[src/rtl/button_conditioner.sv]
// Pushbutton conditioner: 2-flop sync, per-button debounce, frame-aligned level/press outputs.
// Define BTN_PRESS_LATCH_EN to latch presses shorter than one frame until the next frame_tick.
module button_conditioner #(
   parameter int unsigned DEBOUNCE_CYCLES = 500000,
   parameter int unsigned NUM_BTN         = 5
) (
   input  logic               clk,
   input  logic               rst,
   input  logic               frame_tick,
   input  logic [NUM_BTN-1:0] btn_raw,
   output logic [NUM_BTN-1:0] btn_level,
   output logic [NUM_BTN-1:0] btn_press,
   output logic [NUM_BTN-1:0] btn_stable
);

   localparam int unsigned CNT_W = $clog2(DEBOUNCE_CYCLES + 1);
   localparam logic [CNT_W-1:0] CNT_LAST = CNT_W'(DEBOUNCE_CYCLES - 1);
   localparam int unsigned BTN_UP    = 3;
   localparam int unsigned BTN_LEFT  = 2;
   localparam int unsigned BTN_RIGHT = 1;
   localparam int unsigned BTN_DOWN  = 0;

   logic [NUM_BTN-1:0] sync1_q, sync2_q;
   logic [NUM_BTN-1:0] stable_q, stable_d;
   logic [CNT_W-1:0]   cnt_q [NUM_BTN];
   logic [CNT_W-1:0]   cnt_d [NUM_BTN];
   logic [NUM_BTN-1:0] frame_raw, frame_res;
   logic [NUM_BTN-1:0] level_q, press_q;

   // Counter restarts whenever the synced level agrees with the debounced one, so it never wraps.
   always_comb begin
      stable_d = stable_q;
      for (int i = 0; i < NUM_BTN; i++) begin
         cnt_d[i] = '0;
         if (sync2_q[i] != stable_q[i]) begin
            if (cnt_q[i] == CNT_LAST) begin
               stable_d[i] = sync2_q[i];
            end else begin
               cnt_d[i] = cnt_q[i] + CNT_W'(1);
            end
         end
      end
   end

   always_ff @(posedge clk or posedge rst) begin
      if (rst) begin
         sync1_q  <= '0;
         sync2_q  <= '0;
         stable_q <= '0;
         cnt_q    <= '{default: '0};
      end else begin
         sync1_q  <= btn_raw;
         sync2_q  <= sync1_q;
         stable_q <= stable_d;
         cnt_q    <= cnt_d;
      end
   end

`ifdef BTN_PRESS_LATCH_EN
   logic [NUM_BTN-1:0] sticky_q;

   always_ff @(posedge clk or posedge rst) begin
      if (rst) begin
         sticky_q <= '0;
      end else if (frame_tick) begin
         sticky_q <= '0;
      end else begin
         sticky_q <= sticky_q | stable_q;
      end
   end

   assign frame_raw = stable_q | sticky_q;
`else
   assign frame_raw = stable_q;
`endif

   // Opposing directions cancel; centre is never masked.
   always_comb begin
      frame_res = frame_raw;
      if (frame_raw[BTN_UP] && frame_raw[BTN_DOWN]) begin
         frame_res[BTN_UP]   = 1'b0;
         frame_res[BTN_DOWN] = 1'b0;
      end
      if (frame_raw[BTN_LEFT] && frame_raw[BTN_RIGHT]) begin
         frame_res[BTN_LEFT]  = 1'b0;
         frame_res[BTN_RIGHT] = 1'b0;
      end
   end

   always_ff @(posedge clk or posedge rst) begin
      if (rst) begin
         level_q <= '0;
         press_q <= '0;
      end else if (frame_tick) begin
         level_q <= frame_res;
         press_q <= frame_res & ~level_q;
      end else begin
         press_q <= '0;
      end
   end

   assign btn_level  = level_q;
   assign btn_press  = press_q;
   assign btn_stable = stable_q;

endmodule

[config.mk]
export PLATFORM = sky130hd
export DESIGN_NAME = button_conditioner
export DESIGN_NICKNAME = d
export VERILOG_FILES = /design/src/rtl/button_conditioner.sv
export SDC_FILE = /design/constraint.sdc
export NUM_CORES = 1
export LEC_CHECK = 0
export BUFFER_PORTS_ARGS = -buffer_cell sky130_fd_sc_hd__buf_2
export CAP_MARGIN = 20
export CORE_ASPECT_RATIO = 0.9
export CORE_MARGIN = 5
export CORE_UTILIZATION = 40
export CTS_CLUSTER_SIZE = 25
export DETAILED_ROUTE_END_ITERATION = 8
export PLACE_DENSITY = 0.64
export SYNTH_ARGS = -nofsm -noshare
export SYNTH_HDL_FRONTEND = slang
export SYNTH_SLANG_ARGS = --single-unit
[constraint.sdc]
create_clock -name clk -period 6.9 [get_ports clk]
set_clock_uncertainty 0.2 [all_clocks]
set_input_delay 0.345 -clock clk [delete_from_list [all_inputs] [get_ports clk]]
set_output_delay 0.345 -clock clk [all_outputs]
set_load 0.02 [all_outputs]
---- After elaboration in Yosys (flattened, before gate mapping) ----
Index checks and enable logic that the tools add are counted.
cells by class
  add/subtract/negate cells ............... 5
  eq/ne operators ......................... 10
  mux-type cells .......................... 14
  bitwise logic cells ..................... 2
  reductions and logical operators ........ 7
operators by type and width
  operator                                                         count
  19-bit 2-to-1 mux                                                10
  19-bit by 1-bit adder with 19-bit output, second input constant  5
  19-bit == test, second input constant                            5
  2-bit AND reduction                                              5
  5-bit bitwise AND                                                1
  5-bit 2-to-1 mux                                                 1
  1-bit inequality test                                            5
  5-bit NOT                                                        1
  1-bit logical AND                                                2
  1-bit 2-to-1 mux                                                 2
  2-bit 2-to-1 mux                                                 1
word-level totals
  register bits ........................... 120
  output and inout port bits .............. 15
  word-level logic and storage cells ...... 52

---- Longest topological paths before layout ----
Gate-level depths: netlist (run 1).
  depth after elaboration ................. 4
  gate-level depth with buffers ........... 6
  depth with buffers taken out ............ 5

---- Worst setup path after synthesis (run 1) ----
Ideal clock, no wire load.
  path type ............................... reg-to-reg
  from .................................... reg cnt_q[50] (netlist bit)
  to ...................................... reg cnt_q[50] (netlist bit)
  arrival time ............................ 1,905 ps
  required time ........................... 6,581 ps
  path slack .............................. 4,676 ps
  stages on the path, launching flop included .. 6
  buffers on the path ..................... 1
  cell sequence ........................... dfrtp_1 or4_1 or4_4 o21ai_4 buf_12 nor2_2
RTL lines
  element                   RTL line  source
  start: declaration        25        logic [CNT_W-1:0] cnt_q [NUM_BTN];
  start signal: assignment  55        cnt_q <= cnt_d;

==> flow_summary.toml, run 1 <==
[placement]
gp_congestion = 0.822
dp.cells = 761
hpwl_um = 7250
io_buffers = 22

[sta]
rsz0062_at_grt = "no"
max_freq_ghz = 0.401
final.setup.tns_ns = 0
whs_ns = 0.136
worst-slew-pin-transition_ns = 0.828
fin_crit_ns = 2.49
slew_headroom = 0.448
slew_viol_final = 0
hold_violations = 0
timing.final.setup_violations = 0
period_share = 0.361

[logic_synthesis]
synth.yosys.seq_area_share = 0.527
syn_nets = 568
ys_types = 43
yosys_warnings = 0
synth_cells = 555
synth_top_area_share = 0.527
ys_seq_elements = 120
avgSynthCellArea_um2 = 10.3
synthTopCellsByArea = "dfrtp_1, xnor2_1, nor2_1, xor2_1, nand4_1"
synth_top_cell_by_area = "dfrtp_1"
synthesis.area_um2 = 5700

[route]
drt_iter0_drc = 253
dr_total_vias = 4097
wirelength_um = 11000
vias_per_cell = 5.13
ant_nets = 0
wire_per_inst_um = 13.7
dr.pass1.iters = 4
drc_errors = 0

[final_layout]
finish.utilization = 0.478
layout.nets = 606
drive_gt1_frac = 0.142
final_cell_mix = "dfrtp_1, nor2_1, xnor2_1, nand2_1, nand3_1"
multiInputGateArea_um2 = 2530
area_growth_pct = 17.5
seq_area_um2 = 3000
diodes = 0
final_common_cell = "dfrtp_1"
n_fill_cell = 1272
instances_no_fill = 799

[cts]
root_buffer = "clkbuf_16"
cts_tree = "yes"
numCtsBuffers = 17
cts_setup_buffers = 0
cts_sinks = 120
clkLatencyLatePin_ns = 0.42
clk_path_buf_depth = 2
ctsHtreeMaxLevel = 4
clkTransAtPathRegs_ns = 0.05

[outcome]
status = "complete, no violations"

[global_routing]
grt-ovfl-total = 0
grt_first_pass_wirelength_um = 19100
grtUsageTotal = 0.144
antenna_found_initial = 0
grt_max_degree = 68
grt_pass1_vias = 4048

[pwr]
pwr_density_cell_nw_per_um2 = 257
ir_worst_vdd_mv = 0.166
static-leakage-power_nw = 2.68

[worst_setup_path]
ff2ff_path_depth = 4
setup.worst_path.start_class = "register"
path_max_fanout = 19
worst-r2r-setup-slack_ns = 4.41
path_class = "register to register"
r2r_end = "cnt_q[56]"
path_cells = "or4_1, or4_4, o21ai_4, a21oi_1"
r2r_start = "cnt_q[50]"
max_stage_delay_ns = 0.55
cp-end-kind = "register"
crit_slowest_cell = "or4_4"
cp.arrival_ns = 2.56
crit_required_ns = 6.96

[run]
cap_violations = 0

[die]
start_util = 0.407
die_w_um = 136
io_pins = 23
dieArea_um2 = 16700
die_height_um = 123
core_um2 = 14000
rows = 41

[worst_hold_path]
hold_start = "frame_tick"
whs_path_depth = 3
hold_class = "primary input to register"
whs_endpoint = "btn_press[4]"
==> how the worst max path moves through the flow <==
stage                               to      start  depth (start not counted)
after floorplan           btn_level[0]        rst                          1
after global placement       cnt_q[42]  cnt_q[50]                          4
after detailed placement     cnt_q[56]  cnt_q[50]                          4
after CTS                    cnt_q[56]  cnt_q[50]                          4
after global routing         cnt_q[56]  cnt_q[50]                          4
final                        cnt_q[56]  cnt_q[50]                          4
==> repair_timing <==
action / in CTS / in global routing
endpoints found under the hold margin: 71 / 0
hold buffers: 6 / 0
resized for setup: 0 / 0
==> synth_stat cells, drive strengths merged <==
cell type  instances
buf                6
or3b               2
or3               10
nand3b             6
and4               6
or4bb              1
a21oi             18
a21bo              1
and2               1
or4               17
o41ai              1
xnor2             48
mux2               5
nor4b              2
a31o               1
xor2              24
nor3              16
or2                2
and3               1
nor2              93
ha                 5
nand4bb            1
clkbuf             6
or4b               2
nand3             32
dfrtp            120
nand2             31
nor4bb             5
inv               22
nand4             28
o21ai             17
nor4              17
o31ai              8
==> where the power goes <==
group,internal [W],switching [W],leakage [nW]
Sequential,0.000715,0.0000107,1.64
Clock,0.000651,0.000300,0.313
Combinational,0.0000140,0.0000330,0.727
==> cells by family (layout without fill, tap and decap cells) <==
logic type                 after synthesis  after routing  synth area share
buffers and inverters                   34             85            0.0292
AOI/OAI and AO/OA                       46             46            0.0520
xor gates and xnor gates                72             72             0.111
adders and majority gates                5              5            0.0110
DFF                                    120            120             0.527
and+or+nand+nor                        273            273             0.261
muxes                                    5              5           0.00988
==> critical path: cells and delay by family, from the launching register on <==
kind,cells,cell delay (ns)
AOI/OAI and AO/OA,2,0.64
DFF,1,0.43
and+or+nand+nor,2,1.07
==> layout make-up <==
cell class | count | area share
inverter | 22 | 0.0127
clock inverter | 7 | 0.0206
multi-input combinational | 401 | 0.378
tap | 193 | 0.0361
timing repair buffer | 31 | 0.0288
sequential | 120 | 0.448
clock buffer | 25 | 0.0755
==> state kept, by name, summed over array words and instances, names as in the netlist <==
name,cells
cnt_q,95
btn_stable,5
sync2_q,5
btn_level,5
sync1_q,5
btn_press,5
==> layer usage <==
metal | part of all wire | vias up | global-route usage | wire (um)
met5 | 0 | - | 0 | 0
met4 | 0.010 | 0 | 0.0605 | 111
met3 | 0.037 | 9 | 0.0468 | 410
met2 | 0.47 | 62 | 0.222 | 5140
met1 | 0.48 | 1999 | 0.188 | 5300
li1 | - | 2027 | - | -
==> metrics by stage <==
step                area (um2)  total power (W)  setup slack (ns)
global route              6700          0.00178              4.30
finish                    6700          0.00172              4.41
global placement          5990         0.000782              4.43
floorplan                 5700         0.000770              3.17
CTS                       6700          0.00175              4.39
detailed placement        5990         0.000784              4.41
No activity file was read; power rests on OpenSTA's default activity.
==> run 2, diff against run 1 <==
clock period = 2.45 ns   (was 6.9 ns; I/O delays follow)
==> flow_summary.toml, run 2 (synthesized netlist as in run 1, its figures left out) <==
[cts]
ctsResizeCount = 0
ctsHtreeMaxLevel = 4
cts_tree = "yes"
clk_path_buf_depth = 2
numCtsBuffers = 17
root_buffer = "clkbuf_16"
cts_sinks = 120
clkLatencyLatePin_ns = 0.41
clkTransAtPathRegs_ns = 0.05

[sta]
slew_headroom = 0.561
setup_slack_ns = 0.167
rsz0062_at_grt = "no"
slew_viol_final = 0
final.setup.tns_ns = 0
timing.final.setup_violations = 0
period_share = 0.932
hold_violations = 0
worst-slew-pin-transition_ns = 0.653
fin_crit_ns = 2.28
max_freq_ghz = 0.438

[global_routing]
grtUsageTotal = 0.142
grt-ovfl-total = 0
grt_first_pass_wirelength_um = 19100
grt_max_degree = 121
grt_pass1_vias = 4141
antenna_found_initial = 0

[die]
die_height_um = 123
io_pins = 23
rows = 41
core_um2 = 14000
die_w_um = 136
start_util = 0.407
dieArea_um2 = 16700

[worst_setup_path]
setup.worst_path.start_class = "register"
cp.arrival_ns = 2.38
path_max_fanout = 6
path_class = "register to register"
crit_required_ns = 2.55
ff2ff_path_depth = 4
cp-end-kind = "register"

[final_layout]
drive_gt1_frac = 0.166
diodes = 0
final_cell_mix = "dfrtp_1, nor2_1, xnor2_1, nand2_1, nand3_1"
largest_reg_flops = 95
largest_register = "cnt_q"
final_common_cell = "dfrtp_1"
instances_no_fill = 815
area_growth_pct = 20.5
layout.nets = 622

[placement]
dp.cells = 776
io_buffers = 22
hpwl_um = 7250
gp_congestion = 0.816
pre_cts_ws_ns = 0.166

[pwr]
ir_worst_vdd_mv = 0.545
fin_total_pwr_w = 0.00497
pwr_density_cell_nw_per_um2 = 723
static-leakage-power_nw = 2.76

[route]
wire_per_inst_um = 13.4
dr.pass1.iters = 4
wirelength_um = 10900
drc_errors = 0
ant_nets = 0
drt_iter0_drc = 181
dr_total_vias = 4222
vias_per_cell = 5.18

[run]
cap_violations = 0

[worst_hold_path]
hold_class = "register to register"
whs_path_depth = 0

[outcome]
status = "complete, no violations"
[run 2: power breakdown]
| group | switching, W | internal (W) |
|---|---|---|
| clock | 0.000853 | 0.00193 |
| sequential | 0.0000298 | 0.00201 |
| combinational | 0.0000951 | 0.0000512 |
[run 2: worst max-delay path, cell delays in order, from the launching register on]
cell     delay [ns]
dfrtp_1        0.44
or4_1          0.53
or4_4          0.55
nor2_1         0.11
mux2_2         0.34
[run 2: final cells by class]
type | instances | area, um2
Multi-Input combinational cell | 401 | 2530
Sequential cell | 120 | 3000
Timing Repair Buffer | 47 | 340
Clock inverter | 13 | 225
Fill cell | 1254 | 7130
Clock buffer | 19 | 443
Inverter | 22 | 86.3
Tap cell | 193 | 241
[run 2: metal layers]
metal	share of wire	GRT usage	vias up
met4	0.0091	0.0598	0
met1	0.46	0.173	2080
met3	0.032	0.0419	6
met2	0.50	0.238	67
met5	0	0	-
li1	-	-	2069
[run 2: per-stage QoR]
stage	util	hold WS, ns	instance area (um2)
finish	0.491	0.146	6870
global route	0.491	0.144	6870
CTS	0.491	0.131	6870
detailed placement	0.438	0.0323	6130
global placement	0.438	0.0307	6130
floorplan	-	-0.0461	5700
[run 2: path summary, 6_finish.rpt]
kind,start,end,slack [ns]
setup / recovery,cnt_q[50],btn_stable[2],0.17
setup reg to reg,cnt_q[50],btn_stable[2],0.17
max in group asynchronous,rst,cnt_q[83],1.33
hold / removal,sync1_q[0],sync2_q[0],0.15
hold reg to reg,sync1_q[0],sync2_q[0],0.15
min in group asynchronous,rst,btn_press[2],0.24
[run 2: timing repair]
item / in CTS / in global routing
setup buffers: 0 / 0
hold endpoints to repair: 135 / 0
hold buffers: 7 / 0
==> run 3, diff against run 2 <==
REMOVE_ABC_BUFFERS = 1   (was unset)
==> flow_summary.toml, run 3 (synthesized netlist as in run 1, its figures left out) <==
[worst_setup_path]
path_max_fanout = 6
cp_num_buf_inv = 0
r2r_start = "cnt_q[50]"
cp.arrival_ns = 2.38
max_stage_delay_ns = 0.55
worstSetupStartpoint = "cnt_q[50]"
crit_required_ns = 2.55
path_cells = "or4_1, or4_4, nor2_1, mux2_2"
path_depth = 4
ff2ff_path_depth = 4
crit_path_end = "btn_stable[2]"
crit_slowest_cell = "or4_4"
r2r_end = "btn_stable[2]"
worst-r2r-setup-slack_ns = 0.17
setup.worst_path.start_class = "register"
path_class = "register to register"
cp-end-kind = "register"
cp_top_family = "simple AND/OR/NAND/NOR gates"

[final_layout]
largest_register = "cnt_q"
final_common_cell = "dfrtp_1"
drive_gt1_frac = 0.160
layout.nets = 619
finish.utilization = 0.489
diodes = 0
largest_reg_flops = 95
area_growth_pct = 20.2
final_cell_mix = "dfrtp_1, nor2_1, xnor2_1, nand2_1, nand3_1"

[cts]
cts_sinks = 120
clk_path_buf_depth = 2
cts_tree = "yes"
ctsHtreeMaxLevel = 4
clkLatencyLatePin_ns = 0.41
root_buffer = "clkbuf_16"
numCtsBuffers = 17
clkTransAtPathRegs_ns = 0.05

[sta]
hold_violations = 0
rsz0062_at_grt = "no"
timing.final.setup_violations = 0
max_freq_ghz = 0.438
slew_viol_final = 0
fin_crit_ns = 2.28
slew_headroom = 0.577
worst-slew-pin-transition_ns = 0.634
period_share = 0.933

[pwr]
pwr_density_cell_nw_per_um2 = 723
ir_worst_vdd_mv = 0.507
static-leakage-power_nw = 2.77
fin_total_pwr_w = 0.00495

[die]
io_pins = 23
start_util = 0.407
dieArea_um2 = 16700
rows = 41
die_height_um = 123
core_um2 = 14000
die_w_um = 136

[global_routing]
antenna_found_initial = 0
grt_pass1_vias = 4159
grt_first_pass_wirelength_um = 19900
grt-ovfl-total = 0
grtUsageTotal = 0.151
grt_max_degree = 121

[placement]
hpwl_um = 7350
gp_congestion = 0.862
io_buffers = 22

[outcome]
status = "complete, no violations"

[run]
cap_violations = 0

[route]
wire_per_inst_um = 13.8
dr_total_vias = 4158
wirelength_um = 11200
ant_nets = 0
dr.pass1.iters = 4
drc_errors = 0
vias_per_cell = 5.13
drt_iter0_drc = 233

[worst_hold_path]
hold_class = "register to register"
## run 3: changes by cell type in the layout (fill, tap and decap cells not counted), sizes merged
cell and change:
clkbuf +4, buf -3, clkinvlp -5, bufinv -1, inv +1
## run 3: stage by stage
step	hold slack, ns	TNS [ns]	setup slack (ns)	std cells	instance area [um2]
floorplan	-0.0461	-127.00	-1.06	543	5620
global placement	0.0316	0	0.203	773	6120
detailed placement	0.0328	0	0.181	773	6120
CTS	0.125	0	0.169	811	6850
global route	0.139	0	0.101	811	6850
finish	0.145	0	0.165	811	6850
## run 3: how the worst min path moves through the flow
stage	from	depth (start not counted)	endpoint
final	sync1_q[4]	0	sync2_q[4]
after global routing	btn_raw[1]	2	sync1_q[1]
after CTS	btn_raw[1]	2	sync1_q[1]
after detailed placement	btn_raw[1]	1	sync1_q[1]
after global placement	btn_raw[1]	1	sync1_q[1]
after floorplan	btn_raw[0]	0	sync1_q[0]
## run 3: what timing repair did
item	CTS	global route
hold buffers	7	0
endpoints found under the hold margin	135	0
gates resized for setup	0	0
setup buffers	0	0
## run 3: metal layers
| metal | global-route usage | up-vias | part of all wire |
|---|---|---|---|
| met2 | 0.227 | 50 | 0.47 |
| li1 | - | 2065 | - |
| met5 | 0 | - | 0 |
| met4 | 0.0642 | 0 | 0.0098 |
| met3 | 0.0419 | 11 | 0.030 |
| met1 | 0.205 | 2032 | 0.49 |
## run 3: report_power, final
group	switching (W)	internal, W
Clock	0.000835	0.00193
Sequential	0.0000307	0.00201
Combinational	0.0000945	0.0000520
## run 3: area by class of cell
type                       count  area, um2
tap                          193        241
multi-input combinational    401       2530
timing repair buffer          44        330
clock buffer                  23        498
inverter                      22       85.1
clock inverter                 8        165
sequential                   120       3000
fill                        1276       7150
